--- src/rtl/ram_arbiter.sv ---
// -----------------------------------------------------------------------------
// ram_arbiter
//   Arbitrates two requesters onto a single-port-per-direction synchronous RAM.
//   One access is handled at a time by a four-state FSM (IDLE/WRITE/READ/RESP).
//   The winner's We/Addr/WData are captured in IDLE; writes take 2 cycles and
//   reads take 3 cycles (the RAM returns data one cycle after RamOutSel).
//
// Configuration macro:
//   RAM_ARB_FIXED_PRIO_EN  defined   -> Req0 always wins contention.
//                          undefined -> round-robin using a 1-bit LastGnt.
//
// Ports:
//   Clk, ResetN            clock, synchronous active-low reset
//   Req0/1, We0/1          requests and write/read select (held until Gnt)
//   Addr0/1, WData0/1      request address and write data (held until Gnt)
//   Gnt0/1                 one-cycle pulse when the RAM access is issued
//   RValid0/1, RData       read response pulse and shared read data
//   RamInSel, RamIn, RamWe RAM write port
//   RamOutSel, RamOut      RAM read port (RamOut valid one cycle later)
//   Busy                   1 whenever the FSM is not in IDLE
// -----------------------------------------------------------------------------
module ram_arbiter (
  input  logic        Clk,
  input  logic        ResetN,
  input  logic        Req0,
  input  logic        Req1,
  input  logic        We0,
  input  logic        We1,
  input  logic [7:0]  Addr0,
  input  logic [7:0]  Addr1,
  input  logic [31:0] WData0,
  input  logic [31:0] WData1,
  output logic        Gnt0,
  output logic        Gnt1,
  output logic        RValid0,
  output logic        RValid1,
  output logic [31:0] RData,
  output logic [7:0]  RamInSel,
  output logic [31:0] RamIn,
  output logic        RamWe,
  output logic [7:0]  RamOutSel,
  input  logic [31:0] RamOut,
  output logic        Busy
);

  typedef enum logic [1:0] {
    S_IDLE  = 2'd0,
    S_WRITE = 2'd1,
    S_READ  = 2'd2,
    S_RESP  = 2'd3
  } state_t;

  state_t      r_state;
  state_t      w_state_nxt;

  logic        r_win;
  logic        w_win_nxt;
`ifndef RAM_ARB_FIXED_PRIO_EN
  logic        r_last_gnt;
  logic        w_last_gnt_nxt;
`endif

  logic        r_gnt0, r_gnt1, r_rvalid0, r_rvalid1, r_ram_we, r_busy;
  logic        w_gnt0_nxt, w_gnt1_nxt, w_rvalid0_nxt, w_rvalid1_nxt, w_ram_we_nxt;
  logic [7:0]  r_ram_in_sel, r_ram_out_sel;
  logic [7:0]  w_ram_in_sel_nxt, w_ram_out_sel_nxt;
  logic [31:0] r_ram_in, r_rdata;
  logic [31:0] w_ram_in_nxt, w_rdata_nxt;

  logic        w_pick;
  logic        w_sel_we;
  logic [7:0]  w_sel_addr;
  logic [31:0] w_sel_wdata;

  // Arbitration: choose the requester that wins if the FSM samples now
  always_comb begin
    w_pick = 1'b0;
    if (Req0 && Req1) begin
`ifdef RAM_ARB_FIXED_PRIO_EN
      w_pick = 1'b0;
`else
      // The requester that was not served last time wins.
      w_pick = ~r_last_gnt;
`endif
    end else if (Req1) begin
      w_pick = 1'b1;
    end else begin
      w_pick = 1'b0;
    end
  end

  assign w_sel_we    = w_pick ? We1    : We0;
  assign w_sel_addr  = w_pick ? Addr1  : Addr0;
  assign w_sel_wdata = w_pick ? WData1 : WData0;

  // FSM next state and next values of all registered outputs
  always_comb begin
    w_state_nxt       = r_state;
    w_win_nxt         = r_win;
`ifndef RAM_ARB_FIXED_PRIO_EN
    w_last_gnt_nxt    = r_last_gnt;
`endif
    w_gnt0_nxt        = 1'b0;
    w_gnt1_nxt        = 1'b0;
    w_rvalid0_nxt     = 1'b0;
    w_rvalid1_nxt     = 1'b0;
    w_ram_we_nxt      = 1'b0;
    w_ram_in_sel_nxt  = r_ram_in_sel;
    w_ram_in_nxt      = r_ram_in;
    w_ram_out_sel_nxt = r_ram_out_sel;
    w_rdata_nxt       = r_rdata;

    case (r_state)
      S_IDLE: begin
        if (Req0 || Req1) begin
          w_win_nxt  = w_pick;
`ifndef RAM_ARB_FIXED_PRIO_EN
          w_last_gnt_nxt = w_pick;
`endif
          w_gnt0_nxt = ~w_pick;
          w_gnt1_nxt = w_pick;
          // Only the port actually used is loaded; the other keeps its value.
          if (w_sel_we) begin
            w_state_nxt      = S_WRITE;
            w_ram_we_nxt     = 1'b1;
            w_ram_in_sel_nxt = w_sel_addr;
            w_ram_in_nxt     = w_sel_wdata;
          end else begin
            w_state_nxt       = S_READ;
            w_ram_out_sel_nxt = w_sel_addr;
          end
        end else begin
          w_state_nxt = S_IDLE;
        end
      end
      S_WRITE: begin
        w_state_nxt = S_IDLE;
      end
      S_READ: begin
        // RamOut becomes valid in RESP, together with the RValid pulse.
        w_state_nxt   = S_RESP;
        w_rvalid0_nxt = ~r_win;
        w_rvalid1_nxt = r_win;
      end
      S_RESP: begin
        w_state_nxt = S_IDLE;
        w_rdata_nxt = RamOut;
      end
      default: begin
        w_state_nxt = S_IDLE;
      end
    endcase
  end

  // FSM state register
  always_ff @(posedge Clk) begin
    if (!ResetN) begin
      r_state <= S_IDLE;
    end else begin
      r_state <= w_state_nxt;
    end
  end

  // Output, winner and arbitration-history registers
  always_ff @(posedge Clk) begin
    if (!ResetN) begin
      r_win         <= 1'b0;
`ifndef RAM_ARB_FIXED_PRIO_EN
      r_last_gnt    <= 1'b1;
`endif
      r_gnt0        <= 1'b0;
      r_gnt1        <= 1'b0;
      r_rvalid0     <= 1'b0;
      r_rvalid1     <= 1'b0;
      r_ram_we      <= 1'b0;
      r_busy        <= 1'b0;
      r_ram_in_sel  <= 8'h00;
      r_ram_in      <= 32'h0000_0000;
      r_ram_out_sel <= 8'h00;
      r_rdata       <= 32'h0000_0000;
    end else begin
      r_win         <= w_win_nxt;
`ifndef RAM_ARB_FIXED_PRIO_EN
      r_last_gnt    <= w_last_gnt_nxt;
`endif
      r_gnt0        <= w_gnt0_nxt;
      r_gnt1        <= w_gnt1_nxt;
      r_rvalid0     <= w_rvalid0_nxt;
      r_rvalid1     <= w_rvalid1_nxt;
      r_ram_we      <= w_ram_we_nxt;
      r_busy        <= (w_state_nxt != S_IDLE);
      r_ram_in_sel  <= w_ram_in_sel_nxt;
      r_ram_in      <= w_ram_in_nxt;
      r_ram_out_sel <= w_ram_out_sel_nxt;
      r_rdata       <= w_rdata_nxt;
    end
  end

  assign Gnt0      = r_gnt0;
  assign Gnt1      = r_gnt1;
  assign RValid0   = r_rvalid0;
  assign RValid1   = r_rvalid1;
  assign RamWe     = r_ram_we;
  assign Busy      = r_busy;
  assign RamInSel  = r_ram_in_sel;
  assign RamIn     = r_ram_in;
  assign RamOutSel = r_ram_out_sel;
  // The RAM only delivers data during RESP, so RData passes RamOut through
  // in that cycle and afterwards holds the captured copy.
  assign RData     = (r_state == S_RESP) ? RamOut : r_rdata;

endmodule

--- config.mk ---
export PLATFORM = sky130hd
export DESIGN_NAME = ram_arbiter
export DESIGN_NICKNAME = d
export VERILOG_FILES = /design/src/rtl/ram_arbiter.sv
export SDC_FILE = /design/constraint.sdc
export NUM_CORES = 1
export LEC_CHECK = 0
export ABC_AREA = 1
export BUFFER_PORTS_ARGS = -buffer_cell sky130_fd_sc_hd__buf_2
export CORE_MARGIN = 2
export CORE_UTILIZATION = 29
export CTS_CLUSTER_DIAMETER = 60
export DETAILED_ROUTE_END_ITERATION = 16
export PLACE_DENSITY = 0.59
export REMOVE_ABC_BUFFERS = 1
export SLEW_MARGIN = 25
export SYNTH_ARGS = -nofsm -noshare
export SYNTH_HDL_FRONTEND = slang
export SYNTH_SLANG_ARGS = --single-unit
--- constraint.sdc ---
create_clock -name Clk -period 1.48 [get_ports Clk]
set_clock_uncertainty 0.2 [all_clocks]
set_input_delay 0.074 -clock Clk [delete_from_list [all_inputs] [get_ports Clk]]
set_output_delay 0.074 -clock Clk [all_outputs]
set_load 0.02 [all_outputs]
==> results.py, run 1 <==
metrics = {
    "status": {
        "outcome": "finished, violations left",
        "violations": "negative hold slack, negative setup slack",
    },
    "global_route": {
        "grt_pass1_wl_um": 22800,
        "grt_max_degree": 36,
        "antenna_found_initial": 0,
        "grt_overflow": 0,
        "track_usage_pct": 17.8,
        "grt_pass1_vias": 4821,
    },
    "critical_path": {
        "criticalPathCategory": "reg -> out",
        "path_cells": "nand2_8 > buf_16 > nand2_1 > o21ai_4 > inv_1 > buf_4",
        "critPathTopFamily": "buffers and inverters",
        "r2r_setup_slack_ns": -0.11,
        "crit_start": "r_state[1]$_SDFF_PN0_",
        "cp.arrival_ns": 1.41,
        "required_ns": 1.21,
        "rr_worst_depth": 7,
        "r2r_end": "RamIn[1]$_SDFFE_PN0P_",
        "cp_num_cells": 6,
        "end_kind": "output pin",
        "cp-endpoint": "RData[6]",
        "critical_path.max_fanout": 8,
        "critPathSlowestCell": "dfxtp_4",
        "path_buf_inv": 3,
        "rr_startpoint": "r_state[0]$_SDFF_PN0_",
        "worstSetupStartpointType": "flop",
        "critical-path-max-stage-delay_ns": 0.38,
    },
    "sta": {
        "rsz0062_at_grt": "yes",
        "finalSetupViolations": 62,
        "fin_crit_sh_pct": 114,
        "relSlewSlack_pct": 72.6,
        "tns_ns": -6.50,
        "worst_pin_slew_ns": 0.411,
        "slew_violations": 0,
        "period_minus_slack_ns": 1.68,
        "finalHoldViolCount": 1,
        "fin_hold_ws_ns": -0.0139,
        "max_freq_mhz": 595,
        "setup_ws_ns": -0.202,
    },
    "clocking": {
        "cts_made_buffers": 9,
        "cts_tree": "built",
        "cts_root_buffer": "clkbuf_16",
        "htree_num_levels": 3,
        "clkLatencyLatePin_ns": 0.34,
        "clockBufferDepth": 2,
        "cts.sinks": 90,
        "hold_buffers": 113,
        "path_clk_slew_ns": 0.06,
    },
    "yosys": {
        "ys_types": 18,
        "synth_edf_count": 0,
        "synth.most_common_cell": "nand2_1",
        "synth_top_cell_by_area": "dfxtp_1",
        "synth_area_per_cell_sq_um": 6.09,
        "synth_top_area_share_pct": 42.8,
        "yosys_warnings": 0,
        "synth_common_cells": "nand2_1, inv_1, nor2_1, dfxtp_1, o21ai_0",
        "postSynthCellCount": 691,
        "syn_area_sq_mm": 0.00421,
        "ys.flop_type": "dfxtp_1",
        "synth_area_leaders": "dfxtp_1, nand2_1, inv_1",
        "ys_seq_area_share_pct": 42.8,
        "ys_async_sr_fraction_pct": 0,
        "yosys_register_bits": 90,
    },
    "min_path": {
        "hp-class": "in -> reg",
    },
    "final_layout": {
        "nNetsFinal": 1158,
        "register_area_sq_mm": 0.00181,
        "drive_above_1_share_pct": 33.4,
        "area_growth_pct": 86.1,
        "multi_input_area_sq_mm": 0.00211,
        "nFillCells": 1298,
        "diodes": 0,
    },
    "floorplanning": {
        "pin_count": 204,
        "die_area_sq_mm": 0.0155,
        "start_util_pct": 29.3,
        "core-area_sq_mm": 0.0144,
        "die_x_um": 124,
        "fp.dieH_um": 124,
        "num_rows": 44,
    },
    "drt": {
        "routedWlPerCell_um": 12.5,
        "routed-via-count": 5190,
        "ant_nets": 0,
        "drt_iter0_drc": 171,
        "drtPass1Iterations": 4,
        "vias_per_cell": 4.22,
        "drc": 0,
        "routed_wl_um": 15300,
    },
    "flow_run": {
        "max-cap-violations": 0,
    },
    "placement": {
        "routabilityCongestion": 0.748,
        "dpl.hpwl_um": 8310,
        "port-buffer-count": 203,
    },
    "power": {
        "p_leak_nw": 4.50,
        "vdd_drop_max_uv": 675,
        "finalPower_mw": 8.84,
        "p_per_area_mw_per_mm2": 1130,
    },
}
[state kept, by name, indices dropped and copies added (netlist names)]
register,cells
RamIn,32
Gnt0,1
RValid1,1
RValid0,1
r_rdata,32
RamInSel,8
r_last_gnt,1
r_win,1
RamOutSel,8
RamWe,1
r_state,2
Busy,1
Gnt1,1
[cells in the final DEF, fill, tap and decap left out]
| cell type | n |
|---|---|
| clkbuf_16 | 14 |
| bufinv_16 | 1 |
| buf_6 | 17 |
| nor2_1 | 119 |
| o21ai_4 | 9 |
| inv_2 | 5 |
| o21ai_2 | 23 |
| nand3_2 | 1 |
| clkinvlp_4 | 2 |
| dfxtp_1 | 88 |
| buf_12 | 6 |
| nor2_8 | 1 |
| o21ai_1 | 2 |
| nand2_2 | 15 |
| buf_4 | 34 |
| nor2_2 | 9 |
| buf_16 | 3 |
| nand3_4 | 5 |
| dfxtp_4 | 2 |
| buf_2 | 191 |
| nand3_1 | 14 |
| a21oi_1 | 7 |
| nand2_4 | 6 |
| clkbuf_8 | 4 |
| clkinv_1 | 1 |
| nand2_8 | 1 |
| dlygate4sd3_1 | 113 |
| nand2_1 | 226 |
| inv_1 | 126 |
[worst min-delay path: cells and delay by family]
family / cells / cell delay, ns
buffers and inverters: 1 / 0.18
and+or+nand+nor: 2 / 0.22
[cell type report]
class | instances | area share [%]
clock inverter | 3 | 0.575
inverter | 132 | 6.32
clock buffer | 13 | 3.58
timing repair buffer | 369 | 36.5
tap | 184 | 2.94
sequential | 90 | 23.1
multi-input combinational | 438 | 27.0
[per-stage QoR]
stage / hold slack (ns) / instance area (sq um) / cells / setup WS [ns] / utilization (%)
2_1_floorplan: -0.0419 / 4060 / 658 / -0.499 / -
3_3_place_gp: 0.168 / 5650 / 1083 / 0.0176 / 39.3
3_5_place_dp: 0.175 / 5650 / 1083 / 0.00421 / 39.3
4_1_cts: -0.0281 / 7340 / 1215 / -0.162 / 51.1
5_1_grt: -0.000217 / 7840 / 1229 / -0.269 / 54.5
6_report: -0.0139 / 7840 / 1229 / -0.202 / 54.5
[where the power goes]
group | switching, mW | total (mW) | internal (mW)
registers | 0.154 | 2.92 | 2.76
logic | 1.94 | 3.47 | 1.53
clock network | 0.956 | 2.45 | 1.49
total | 3.05 | 8.84 | 5.79
[worst min-delay path by stage]
stage	depth (start not counted)	to	slack (ns)	from
5_1_grt	3	Gnt1$_SDFF_PN0_	-0.0002	Req1
6_report	3	Gnt1$_SDFF_PN0_	-0.01	Req1
4_1_cts	3	Gnt1$_SDFF_PN0_	-0.03	Req1
3_5_place_dp	3	RamInSel[6]$_SDFFE_PN0P_	0.17	ResetN
3_3_place_gp	3	r_rdata[7]$_SDFF_PN0_	0.17	RamOut[7]
2_1_floorplan	1	r_last_gnt$_SDFFE_PN1P_	-0.04	ResetN
[logic make-up (layout without fill, tap and decap cells)]
kind of cell	after synthesis	count (layout)	share of synthesized area [%]
buffers and inverters	165	517	15.4
and+or+nand+nor	395	397	36.9
DFF	90	90	42.8
AOI/OAI and AO/OA	41	41	4.87
[routing by layer]
layer	track usage [%]	vias up	share of wire [%]
met2	30.3	179	50
met5	0	-	0
li1	-	2696	-
met1	21.0	2279	42
met3	5.15	36	5.5
met4	7.14	0	2.8
[repair_timing]
item / 4_1_cts / 5_1_grt
endpoints found under the setup margin: 32 / 81
pin swaps: 1 / 4
cloned: 3 / 10
gates resized for setup: 76 / 78
endpoints found under the hold margin: 81 / 1
setup buffers: 0 / 4
Note: power is estimated with default switching activity, not from simulation.
==> inputs of run 2 (changes only) <==
--- a/config.mk
+++ b/config.mk
@@ -8,11 +8,12 @@
 export ABC_AREA = 1
 export BUFFER_PORTS_ARGS = -buffer_cell sky130_fd_sc_hd__buf_2
 export CORE_MARGIN = 2
-export CORE_UTILIZATION = 29
+export CORE_UTILIZATION = 42
 export CTS_CLUSTER_DIAMETER = 60
 export DETAILED_ROUTE_END_ITERATION = 16
-export PLACE_DENSITY = 0.59
+export PLACE_DENSITY = 0.79
 export REMOVE_ABC_BUFFERS = 1
+export SKIP_LAST_GASP = 1
 export SLEW_MARGIN = 25
 export SYNTH_ARGS = -nofsm -noshare
 export SYNTH_HDL_FRONTEND = slang
==> run 2 against run 1 <==
The run ends with negative setup slack left. Power is 11% lower. Setup slack worse by 0.086 ns. Clock power is 40% lower. Critical path depth did not move. First-iteration DRC count rose by 56%. Utilization increased by 23 points. Combinational power is essentially flat. Largest cell class unchanged. Largest power group unchanged.
==> results.py, run 2 (synthesis gave the netlist of run 1 again) <==
metrics = {
    "status": {
        "outcome": "finished, violations left",
        "violations": "negative setup slack",
    },
    "power": {
        "internal-power_mw": 4.84,
        "p_leak_nw": 4.33,
        "power_switching_mw": 3.05,
        "clkPwrFrac_pct": 18.7,
        "finalPower_mw": 7.89,
        "vdd_drop_max_uv": 611,
        "power_frac_comb_pct": 44.2,
        "p_sw_share_pct": 38.7,
        "p_per_area_mw_per_mm2": 1050,
        "pwr-share-seq_pct": 37.2,
    },
    "placement": {
        "routabilityCongestion": 0.797,
        "place_inst": 1012,
        "placed_area_sq_mm": 0.00546,
        "port-buffer-count": 203,
        "dpl.hpwl_um": 7930,
        "place_ws_ns": -0.0781,
    },
    "drt": {
        "drc": 0,
        "routed-via-count": 5579,
        "drtPass1Iterations": 5,
        "drt_iter0_drc": 267,
        "routedWlPerCell_um": 15.7,
        "ant_nets": 0,
        "routed_wl_um": 18200,
        "vias_per_cell": 4.81,
    },
    "final_layout": {
        "fin_cells": 1160,
        "fin_util_pct": 77.1,
        "area_growth_pct": 78.2,
        "stdcell_area_sq_mm": 0.00750,
        "layout_commonest_cell": "nand2_1",
        "nNetsFinal": 1141,
        "final_cell_mix": "nand2_1, buf_2, nor2_1, inv_1, dlygate4sd3_1",
        "drive_above_1_share_pct": 32.7,
    },
    "sta": {
        "fin_hold_ws_ns": 0.0435,
        "relSlewSlack_pct": 80.8,
        "worst_pin_slew_ns": 0.288,
        "max_freq_mhz": 566,
        "tns_ns": -8.56,
        "rsz0062_at_grt": "yes",
        "period_minus_slack_ns": 1.77,
        "setup_ws_ns": -0.288,
        "finalSetupViolations": 71,
        "slew_violations": 0,
        "fin_crit_sh_pct": 119,
        "finalHoldViolCount": 0,
    },
    "global_route": {
        "grt_max_degree": 45,
        "track_usage_pct": 27.6,
        "globalRouteMet3Util_pct": 7.27,
        "antenna_found_initial": 0,
        "grtUsageMet1_pct": 28.7,
        "gr-usage-met2_pct": 50.8,
        "grt_pass1_wl_um": 24400,
        "grt_pass1_vias": 5176,
        "grt_overflow": 0,
        "top_usage_layer": "met2",
    },
    "floorplanning": {
        "fp.dieH_um": 104,
        "die_area_sq_mm": 0.0108,
        "core-area_sq_mm": 0.00973,
        "die_x_um": 104,
        "start_util_pct": 43.3,
        "pin_count": 204,
        "num_rows": 36,
    },
    "clocking": {
        "clockBufferDepth": 2,
        "clkLatencyLatePin_ns": 0.34,
        "cts_root_buffer": "clkbuf_8",
        "path_clk_slew_ns": 0.08,
        "htree_num_levels": 3,
        "cts.sinks": 90,
        "cts_made_buffers": 9,
        "cts_tree": "built",
    },
    "critical_path": {
        "required_ns": 1.21,
        "worstSetupStartpointType": "flop",
        "critical_path.max_fanout": 8,
        "r2r_setup_slack_ns": -0.12,
        "cp.arrival_ns": 1.49,
        "end_kind": "output pin",
        "criticalPathCategory": "reg -> out",
    },
    "flow_run": {
        "max-cap-violations": 0,
    },
    "min_path": {
        "hp-class": "in -> reg",
    },
}
==> run 2: cell types whose count changed in the layout (fill, tap and decap cells not counted), moves of 4 or more <==
| cell | delta |
|---|---|
| nand2_2 | +4 |
| buf_4 | -12 |
| inv_1 | -6 |
| inv_2 | +5 |
| nor2_2 | -5 |
| buf_2 | -7 |
| nand2_1 | -5 |
| clkbuf_8 | +6 |
| nor2_1 | +5 |
| clkbuf_16 | -10 |
==> run 2: final timing paths <==
| kind | endpoint | cells past startpoint | start |
|---|---|---|---|
| worst max register to register | RamIn[20]$_SDFFE_PN0P_ | 9 | r_state[1]$_SDFF_PN0_ |
| worst min-delay path | r_state[1]$_SDFF_PN0_ | 4 | We0 |
| worst max-delay path | RData[31] | 6 | r_state[1]$_SDFF_PN0_ |
| worst min register to register | RValid0$_SDFF_PN0_ | 1 | r_win$_SDFFE_PN0P_ |
==> run 2: power groups by stage <==
stage                     logic (mW)  clock network, mW  registers (mW)
after floorplan                 1.22                  0            3.24
after global placement          2.45                  0            2.93
after detailed placement        2.48                  0            2.94
after CTS                       2.87               1.48            2.90
after global routing            3.75               1.59            2.96
final                           3.48               1.47            2.93
==> run 2: final cells by class <==
type / instances / area [sq um]
flip-flops and latches: 90 / 1810
clock inverters: 3 / 17.5
clock buffers: 11 / 141
fillers: 661 / 2230
diodes: 1 / 2.50
well taps: 133 / 166
multi-input cells: 437 / 2110
repair buffers: 353 / 2760
inverters: 132 / 498
==> run 2: routing by layer <==
metal | share of wire, % | wire [um]
met1 | 34 | 6200
met4 | 7.2 | 1310
met5 | 0 | 0
met3 | 8.4 | 1530
met2 | 50 | 9140
==> run 2: worst max-delay path: stages, from the launching register on <==
cell and delay [ns]:
dfxtp_4 0.37, nand2_8 0.16, buf_12 0.16, nand2_2 0.09
o21ai_4 0.09, inv_1 0.10, buf_4 0.17
==> run 2: repair_timing <==
item / CTS / global route
endpoints found under the setup margin: 39 / 83
gates resized for setup: 63 / 111
setup buffers: 2 / 10
pin swaps: 2 / 8
hold endpoints to repair: 84 / 0
cloned: 2 / 6
hold buffers: 113 / 0
